### src/rtl/pipeline_ctrl.sv
// Hazard/sequencing controller: per-latch write enables and bubble flushes for F/D, D/X, X/M, M/W and PC.
// Latency: all outputs are combinational from state and inputs; only state and the mult/div counter are registered.
// Backpressure: a mult/div freezes PC/F/D/D/X and bubbles X/M; a load-use hazard freezes PC/F/D for one bubble. Optional macro PIPELINE_CTRL_PERF_EN adds stall/flush counters.
module pipeline_ctrl #(
    parameter int MULT_CYCLES = 32,
    parameter int DIV_CYCLES  = 32,
    parameter int CNT_W       = 6
) (
    input  logic       clock,
    input  logic       reset,
    input  logic       md_start,
    input  logic       md_is_div,
    input  logic       dx_is_load,
    input  logic [4:0] dx_rd,
    input  logic [4:0] fd_rs,
    input  logic [4:0] fd_rt,
    input  logic       branch_taken,
    output logic       pc_we,
    output logic       fd_we,
    output logic       dx_we,
    output logic       xm_we,
    output logic       mw_we,
    output logic       fd_flush,
    output logic       dx_flush,
    output logic       xm_flush,
    output logic       md_busy,
    output logic       md_done
`ifdef PIPELINE_CTRL_PERF_EN
    ,
    output logic [31:0] stall_count,
    output logic [31:0] flush_count
`endif
);

    typedef enum logic [1:0] {
        IDLE = 2'd0,
        BUSY = 2'd1,
        DONE = 2'd2
    } state_t;

    // The start cycle and the DONE cycle are part of the occupancy, so BUSY lasts N-2 cycles.
    localparam logic [CNT_W-1:0] MULT_LOAD = CNT_W'(MULT_CYCLES - 2);
    localparam logic [CNT_W-1:0] DIV_LOAD  = CNT_W'(DIV_CYCLES - 2);

    state_t           state;
    logic [CNT_W-1:0] cnt;
    logic [CNT_W-1:0] md_load;
    logic             load_use;

    assign md_load  = md_is_div ? DIV_LOAD : MULT_LOAD;
    assign load_use = dx_is_load && (dx_rd != 5'd0) && ((dx_rd == fd_rs) || (dx_rd == fd_rt));

    // Sequencer: load the occupancy count on start, count down in BUSY, one DONE cycle.
    always_ff @(posedge clock or negedge reset) begin
        if (!reset) begin
            state <= IDLE;
            cnt   <= '0;
        end else begin
            case (state)
                IDLE: begin
                    if (md_start) begin
                        cnt <= md_load;
                        // A two-cycle op has no BUSY cycles at all.
                        state <= (md_load == '0) ? DONE : BUSY;
                    end
                end
                BUSY: begin
                    cnt <= cnt - CNT_W'(1);
                    // Leave on the edge where the count reaches zero.
                    if (cnt <= CNT_W'(1)) begin
                        state <= DONE;
                    end
                end
                DONE: begin
                    state <= IDLE;
                end
                default: begin
                    state <= IDLE;
                    cnt   <= '0;
                end
            endcase
        end
    end

    // Output decode: mult/div stall beats branch flush, which beats load-use stall.
    always_comb begin
        pc_we    = 1'b1;
        fd_we    = 1'b1;
        dx_we    = 1'b1;
        xm_we    = 1'b1;
        mw_we    = 1'b1;
        fd_flush = 1'b0;
        dx_flush = 1'b0;
        xm_flush = 1'b0;
        md_busy  = 1'b0;
        md_done  = 1'b0;
        case (state)
            IDLE: begin
                if (md_start) begin
                    pc_we    = 1'b0;
                    fd_we    = 1'b0;
                    dx_we    = 1'b0;
                    xm_flush = 1'b1;
                end else if (branch_taken) begin
                    fd_flush = 1'b1;
                    dx_flush = 1'b1;
                end else if (load_use) begin
                    pc_we    = 1'b0;
                    fd_we    = 1'b0;
                    dx_flush = 1'b1;
                end
            end
            BUSY: begin
                pc_we    = 1'b0;
                fd_we    = 1'b0;
                dx_we    = 1'b0;
                xm_flush = 1'b1;
                md_busy  = 1'b1;
            end
            DONE: begin
                md_done = 1'b1;
            end
            default: begin
                md_done = 1'b0;
            end
        endcase
    end

`ifdef PIPELINE_CTRL_PERF_EN
    // Stall cycles: any cycle in which the PC is frozen.
    always_ff @(posedge clock or negedge reset) begin
        if (!reset) begin
            stall_count <= '0;
        end else if (!pc_we) begin
            stall_count <= stall_count + 32'd1;
        end
    end

    // Flush cycles: any cycle in which F/D receives a bubble.
    always_ff @(posedge clock or negedge reset) begin
        if (!reset) begin
            flush_count <= '0;
        end else if (fd_flush) begin
            flush_count <= flush_count + 32'd1;
        end
    end
`endif

endmodule

### config.mk
export PLATFORM = sky130hd
export DESIGN_NAME = pipeline_ctrl
export DESIGN_NICKNAME = d
export VERILOG_FILES = /design/src/rtl/pipeline_ctrl.sv
export SDC_FILE = /design/constraint.sdc
export NUM_CORES = 1
export LEC_CHECK = 0
export CORE_MARGIN = 4
export CORE_UTILIZATION = 35
export CTS_CLUSTER_DIAMETER = 100
export DETAILED_ROUTE_END_ITERATION = 6
export GPL_ROUTABILITY_DRIVEN = 0
export MAX_ROUTING_LAYER = met4
export PLACE_DENSITY = 0.77
export SETUP_SLACK_MARGIN = 0.15
export SYNTH_ARGS = -nofsm -noshare
export SYNTH_HDL_FRONTEND = slang
export SYNTH_SLANG_ARGS = --single-unit
### constraint.sdc
create_clock -name clock -period 1.3 [get_ports clock]
set_input_delay 0.195 -clock clock [delete_from_list [all_inputs] [get_ports clock]]
set_output_delay 0.195 -clock clock [all_outputs]
set_load 0.01 [all_outputs]
# [Word-level counts from Yosys, hierarchy flattened]
# Index checks and enable logic that the tools add are counted.
[totals] elab_cells=40 reg_bits=8 in_bits=21 out_inout_bits=10
[classes] add_sub_neg=1 reduce_logical=7 n_bitwise=1 mux=22 n_lt_le_gt_ge=1 n_eq_ne=6
[op_table] cell="case mux 6 bit (3 select lines)" count=1
[op_table] cell="two-way mux 1 bit" count=14
[op_table] cell="equality test 5 bit" count=2
[op_table] cell="<= comparator 6 x 1 -> 1 bit (second input constant)" count=1
[op_table] cell="two-way mux 6 bit" count=1
[op_table] cell="case mux 1 bit (2 select lines)" count=3
[op_table] cell="subtractor 6 x 1 -> 6 bit (second input constant)" count=1
[op_table] cell="nonzero test 5 bit" count=1
[op_table] cell="two-way mux 2 bit" count=2
[op_table] cell="!= test 2 bit (second input constant)" count=2
[op_table] cell="case mux 2 bit (2 select lines)" count=1
[op_table] cell="AND reduction 2 bit" count=2
[op_table] cell="equality test 2 x 1 -> 1 bit (second input constant)" count=1
[op_table] cell="equality test 2 bit (second input constant)" count=1
[op_table] cell="logical AND 1 bit" count=2
[op_table] cell="zero test 2 bit" count=1
[op_table] cell="logical OR 1 bit" count=1
[op_table] cell="inverter 1 bit" count=1

# [Logic depth before layout (Yosys ltp)]
# Gate-level depths: netlist of run 1.
[depth] ltp_word=7 depth_mapped=6 ltp_nobuf=6

# [Least setup slack after synthesis of run 1]
# No wires, ideal clock.
[synth_timing] path_type="input port to output port" from="input dx_rd[1]" to="output pc_we" required_ns=1.105 path_stages=5 path_buffers=1 setup_slack_ns=-0.222 arrival_ns=1.327 path_cell_list="or4_1 nor2_1 nor3b_1 a31oi_1 buf_4"
[synth_between] elab_chain_len=7 word_cells_on_any_way=10 classes_between="2 x eq/ne; 4 x mux; 4 x reduce/logical"
[synth_lines] item="start, declared" line_no="14" source="input logic [4:0] dx_rd,"
[synth_lines] item="equality test 5 bit / nonzero test 5 bit (equally long branches)" line_no="51" source="assign load_use = dx_is_load && (dx_rd != 5'd0) && ((dx_rd == fd_rs) || (dx_rd == fd_rt));"
[synth_lines] item="logical OR 1 bit / logical AND 1 bit (equally long branches)" line_no="51"
[synth_lines] item="logical AND 1 bit (*)" line_no="51"
[synth_lines] item="two-way mux 1 bit (*) (3 in a row)"
[synth_lines] item="case mux 1 bit (2 select lines) (*)"
[synth_lines] item="end, declared" line_no="18" source="output logic pc_we,"
# Mark *: on every way between the ends. The rest lies on a longest branch, timed or not.

# [Worst setup path after layout of run 1]
[layout_timing] from="register state[0]" to="register state[0]"
[layout_between] elab_chain_len=3 word_cells_on_any_way=6 classes_between="3 x eq/ne; 1 x mux; 2 x reduce/logical"
[layout_lines] item="start, declared" line_no="45" source="state_t state;"
[layout_lines] item="start signal, assigned" line_no="64" source="state <= (md_load == '0) ? DONE : BUSY;"
[layout_lines] item="equality test 2 x 1 -> 1 bit / zero test 2 bit (equally long branches)" line_no="59" source="case (state)"
[layout_lines] item="!= test 2 bit (no line)"
[layout_lines] item="AND reduction 2 bit (no line)"
# Parallel ways exist; a longest one is shown, timed or not.
# A chain may end at the register's enable or synchronous reset.

==> results of run 1 <==
[stage by stage]
step           worst slack, ps  instances  hold slack, ps  total power (W)
3_3_place_gp              -923        140             447          0.00137
5_1_grt                   -323        160             225          0.00251
4_1_cts                   -243        152             227          0.00189
3_5_place_dp             -1030        140             461          0.00143
6_report                  -244        160             219          0.00233
2_1_floorplan             -147         79            -101          0.00101
[sequential cells by signal, indices dropped and copies added, names as in the netlist]
signal / count
cnt: 6
state: 2
[report_power, final]
part	switching [W]	total, W	internal [W]
logic	0.000697	0.00161	0.000910
clock network	0.000105	0.000211	0.000107
registers	0.000154	0.000515	0.000361
[cell families (layout without fill, tap and decap cells)]
family	after synthesis	in the layout	share of synthesized area, %
AOI/OAI and AO/OA	15	15	15.4
xor gates and xnor gates	11	11	15.2
adders and majority gates	2	2	3.94
buffers and inverters	13	69	10.2
DFF	8	8	31.5
muxes	1	1	1.57
other	1	2	0.590
and+or+nand+nor	27	27	21.7
[cell type report]
| type | instances | share of cell area (%) |
|---|---|---|
| clock buffer | 3 | 1.65 |
| inverter | 8 | 2.57 |
| multi-input combinational | 58 | 41.2 |
| sequential | 8 | 14.8 |
| tap | 25 | 2.30 |
| timing repair buffer | 58 | 37.5 |
[cells in the final DEF (no fill, tap or decap), types with 4 or more instances in the layout]
| master | count |
|---|---|
| clkdlybuf4s50_1 | 4 |
| buf_4 | 20 |
| dlygate4sd2_1 | 8 |
| buf_2 | 8 |
| nor2_1 | 4 |
| inv_2 | 5 |
| dfrtp_1 | 7 |
| xnor2_1 | 10 |
| buf_6 | 14 |
| nand2_1 | 4 |
[Yosys cell counts (2+ instances only)]
cell type,n,area (sq um)
inv_1,8,30.0
dfrtp_1,8,200
buf_4,4,30.0
nor4_1,2,12.5
nor2b_1,2,12.5
or3_1,2,12.5
xnor2_1,11,96.3
nand2_1,5,18.8
o21ai_0,6,30.0
ha_1,2,25.0
nand2b_1,2,12.5
o22ai_1,2,12.5
nor2_1,8,30.0
o31a_1,2,17.5
nand3_1,2,10.0
[final timing paths]
kind,start,to,cells after the start
min in group clock,cnt[5],state[1],1
min,reset,cnt[2],1
max reg2reg,state[0],state[0],6
max in group asynchronous,reset,state[1],1
max,state[0],state[0],6
min reg2reg,cnt[5],state[1],1
[worst max-delay path, stage by stage (launching register included)]
cell	delay, ps
dfrtp_1	400
buf_6	120
buf_6	80
buf_8	120
nand2b_4	60
or3_4	400
o31a_1	250
[metal layers]
| layer | share of wire, % | global-route usage [%] | up-vias |
|---|---|---|---|
| met4 | 3.8 | 11.7 | 0 |
| met2 | 54 | 36.7 | 30 |
| li1 | - | - | 381 |
| met3 | 4.4 | 4.45 | 9 |
| met1 | 38 | 20.1 | 369 |
| met5 | 0 | - | - |
[what timing repair did]
| action | CTS | global route |
|---|---|---|
| buffers inserted | 9 | 8 |
| endpoints found under the setup margin | 16 | 16 |
| pin swaps | 22 | 15 |
| gates resized for setup | 83 | 32 |
==> metrics.txt, run 1 <==
status finished with violations; violated checks negative setup slack; vias per std cell 4.93; Avg WL per Cell 15.6 um; Final Hold Viols 0; Synth Area per Inst 8.15 sq um; synth unique cells 27; crit path kind reg2reg; Ant. Diodes 0; I/O pin total 31; Remaining Overflow, GRT 0; fill count 119; Worst-Skew Late Latency 270 ps; share of post-route cells with drive strength above 1 56.3%; register area share after synthesis 31.5%; Final min period 1540 ps; full die area 2560 sq um; ys async rst share 100%; Post-synth EDFFs 0; RSZ-0062 raised after global routing true; via count of the first global-routing pass 820; max-cap viol count 0; CTS H-tree depth 1; Vias 789; flop2flop setup slack -240 ps; final setup fails 15; Bufs on Longest Clock Path 2; final cycle utilization of the critical path 119%; Initial Util 36.8%; HP Class in2async; nets 160; Core ar. 1730 sq um; post-route ant nets 0; TritonCTS clock tree done; FF+latch count, synth 8; Multi-input gate area 562 sq um; Cell Area, Synth 636 sq um; Final Core Density 78.9%; routed wire length 2500 um; residual DRC count 0; First-pass DRT Iterations 4; Die Height 50.6 um; Final Max Slew Viols 0; startpoint type of the worst setup path flip-flop; FF/Latch Area 201 sq um; clk root buf clkbuf_4; Setup Skew 10.7 ps; Worst-path clk slew 60 ps; initial antenna violation count 0; Area Growth Syn to Fin 114%; Cell Pwr Density 1710 nW/um^2; YS warnings 0; FMAX 648 MHz; pin count of the biggest net entering global routing 10; Critical Path End Type flip-flop; DP Area 1040 sq um; Pleak 0.627 nW; Max FO, Critical Path 6; Worst EP arrival 1710 ps; WP data required 1460 ps; post-route cell area 1360 sq um; Hold Buf Count CTS 0; row count 15; Syn Inst Count 78; HPWL after DPL 1500 um; global-route wire length before repair 3790 um; PortBufs 27; First DRT Iteration DRCs 15; top_reg_cell synth dfrtp_1; Die X 50.6 um; Worst IR Drop VDD 1.15 mV; final setup TNS -2110 ps; final worst slack -244 ps; GRT Total Usage 20.4%; Num CTS Buffers 3; CTS sink count 8
Note: power is estimated with default switching activity, not from simulation.
==> run 2: changes to the inputs <==
--- a/config.mk
+++ b/config.mk
@@ -5,7 +5,6 @@
 export SDC_FILE = /design/constraint.sdc
 export NUM_CORES = 1
 export LEC_CHECK = 0
-export CORE_MARGIN = 4
 export CORE_UTILIZATION = 35
 export CTS_CLUSTER_DIAMETER = 100
 export DETAILED_ROUTE_END_ITERATION = 6
==> metrics.txt, run 2 (synthesis results as in run 1) <==
final worst slack -258 ps (was -244 ps); Biggest register cnt (unchanged); TritonCTS clock tree done (unchanged); clk root buf clkbuf_4 (unchanged); Core ar. 1710 sq um (was 1730 sq um); CTS sink count 8 (unchanged); max-cap viol count 0 (unchanged); Cell Pwr Density 1640 nW/um^2 (was 1710 nW/um^2); HP Class in2async (unchanged); via count of the first global-routing pass 804 (was 820); Vias 771 (was 789); status finished with violations (unchanged); Final min period 1560 ps (was 1540 ps); Worst IR Drop VDD 1.29 mV (was 1.15 mV); worst r2r path cells 4 (was 6); post-route cell area 1240 sq um (was 1360 sq um); Num CTS Buffers 3 (unchanged); DP Area 1060 sq um (was 1040 sq um); startpoint type of the worst setup path flip-flop (unchanged); commonest cells after routing, fill and taps aside buf_4 (22), dlygate4sd2_1 (11), xnor2_1 (10), buf_2 (10), dfrtp_1 (7) (was buf_4 (20), buf_6 (14), xnor2_1 (10), dlygate4sd2_1 (8), buf_2 (8)); Worst-Skew Late Latency 260 ps (was 270 ps); combinational power share 65.6% (was 68.9%); Critical Path End Type output port (was flip-flop); GRT Total Usage 24.2% (was 20.4%); post-route insts no fill 157 (was 160); initial antenna violation count 0 (unchanged); global-route wire length before repair 3240 um (was 3790 um); Clk network pwr share 10.1% (was 9.1%); Initial Util 37.2% (was 36.8%); crit path kind reg2out (was reg2reg); Ant. Diodes 0 (unchanged); HPWL after DPL 1360 um (was 1500 um); Die X 44.6 um (was 50.6 um); Reg power frac 24.2% (was 22.1%); Worst-path clk slew 60 ps (about the same); Pleak 0.573 nW (was 0.627 nW); fill count 122 (was 119); post-route ant nets 0 (unchanged); routed wire length 2000 um (was 2500 um); I/O pin total 31 (unchanged); CTS H-tree depth 1 (unchanged); Hold Buf Count CTS 0 (unchanged); Final Hold Viols 0 (unchanged); share of post-route cells with drive strength above 1 50.8% (was 56.3%); Remaining Overflow, GRT 0 (unchanged); WP data required 1110 ps (was 1460 ps); most common cell after layout, fill and taps aside buf_4 (unchanged); biggest regs cnt: 6 flops, state: 2 flops (unchanged); Max FO, Critical Path 2 (was 6); FMAX 642 MHz (was 648 MHz); nets 157 (was 160); row count 15 (unchanged); internal power 0.00123 W (was 0.00138 W); Bufs on Longest Clock Path 2 (unchanged); Setup Skew 4.74 ps (was 10.7 ps); final cycle utilization of the critical path 120% (was 119%); First DRT Iteration DRCs 7 (was 15); placed cells 142 (was 140); dpl ws -960 ps (was -1030 ps); Switching Share 39.6% (was 41.0%); First-pass DRT Iterations 4 (unchanged); violated checks negative setup slack (unchanged); PortBufs 27 (unchanged); Worst EP arrival 1360 ps (was 1710 ps); final setup fails 11 (was 15); residual DRC count 0 (unchanged); Sw Pwr 0.000809 W (was 0.000956 W); Area Growth Syn to Fin 95.9% (was 114%); max reg flops 6 (unchanged); Final Max Slew Viols 0 (unchanged); Die Height 44.6 um (was 50.6 um); RSZ-0062 raised after global routing true (unchanged); full die area 1990 sq um (was 2560 sq um); pin count of the biggest net entering global routing 11 (was 10); Avg WL per Cell 12.7 um (was 15.6 um); vias per std cell 4.91 (was 4.93)
-- run 2: changes by cell type in the layout (fill, tap and decap cells not counted), sizes merged --
| cell | before | now |
|---|---|---|
| buf | 43 | 39 |
| clkdlybuf4s15 | 0 | 1 |
| dlygate4sd2 | 8 | 11 |
| dlymetal6s2s | 3 | 0 |
-- run 2: final timing paths --
| kind | from | endpoint | slack, ps |
|---|---|---|---|
| worst min register to register | cnt[5] | state[1] | 480 |
| worst max-delay path | state[1] | dx_flush | -260 |
| worst min-delay path | reset | cnt[2] | 200 |
| min in group clock | cnt[5] | state[1] | 480 |
| max in group asynchronous | reset | state[0] | 810 |
| worst max register to register | state[0] | state[0] | -130 |
-- run 2: timing repair --
action / 4_1_cts / 5_1_grt
endpoints found under the setup margin: 15 / 16
pin swaps: 21 / 5
gates resized for setup: 82 / 13
buffers inserted: 9 / 3
-- run 2: area by class of cell --
type,count,area [sq um],area share (%)
Multi-Input combinational cell,58,514,41.3
Timing Repair Buffer,55,445,35.8
Sequential cell,8,201,16.2
Inverter,8,30.0,2.41
Clock buffer,3,22.5,1.81
Tap cell,25,31.3,2.51
-- run 2: per-stage QoR --
| stage | hold WS [ps] | power [W] | TNS, ps | util [%] |
|---|---|---|---|---|
| global placement | 450 | 0.00141 | -5300 | 62.1 |
| global route | 237 | 0.00221 | -2720 | 72.9 |
| CTS | 228 | 0.00183 | -1800 | 69.3 |
| floorplan | -101 | 0.00101 | -215 | - |
| detailed placement | 467 | 0.00144 | -5480 | 62.1 |
| finish | 204 | 0.00204 | -1990 | 72.9 |
-- run 2: metal layers --
layer	global-route usage (%)	wire, um
met1	23.6	749
met3	4.49	71
met5	-	0
met2	41.2	1090
met4	20.0	82
-- run 2: power groups by stage --
stage          combinational [W]  sequential [W]  clock [W]
6_report                 0.00134        0.000494   0.000207
5_1_grt                  0.00148        0.000509   0.000219
4_1_cts                  0.00115        0.000478   0.000205
3_5_place_dp            0.000974        0.000468          0
3_3_place_gp            0.000945        0.000462          0
2_1_floorplan           0.000560        0.000450          0
-- run 2: critical path, stage by stage (launching register included) --
cell and delay, ps:
dfrtp_1 400, buf_6 130, buf_6 110, nor3b_4 190, a31o_1 160, buf_2 120
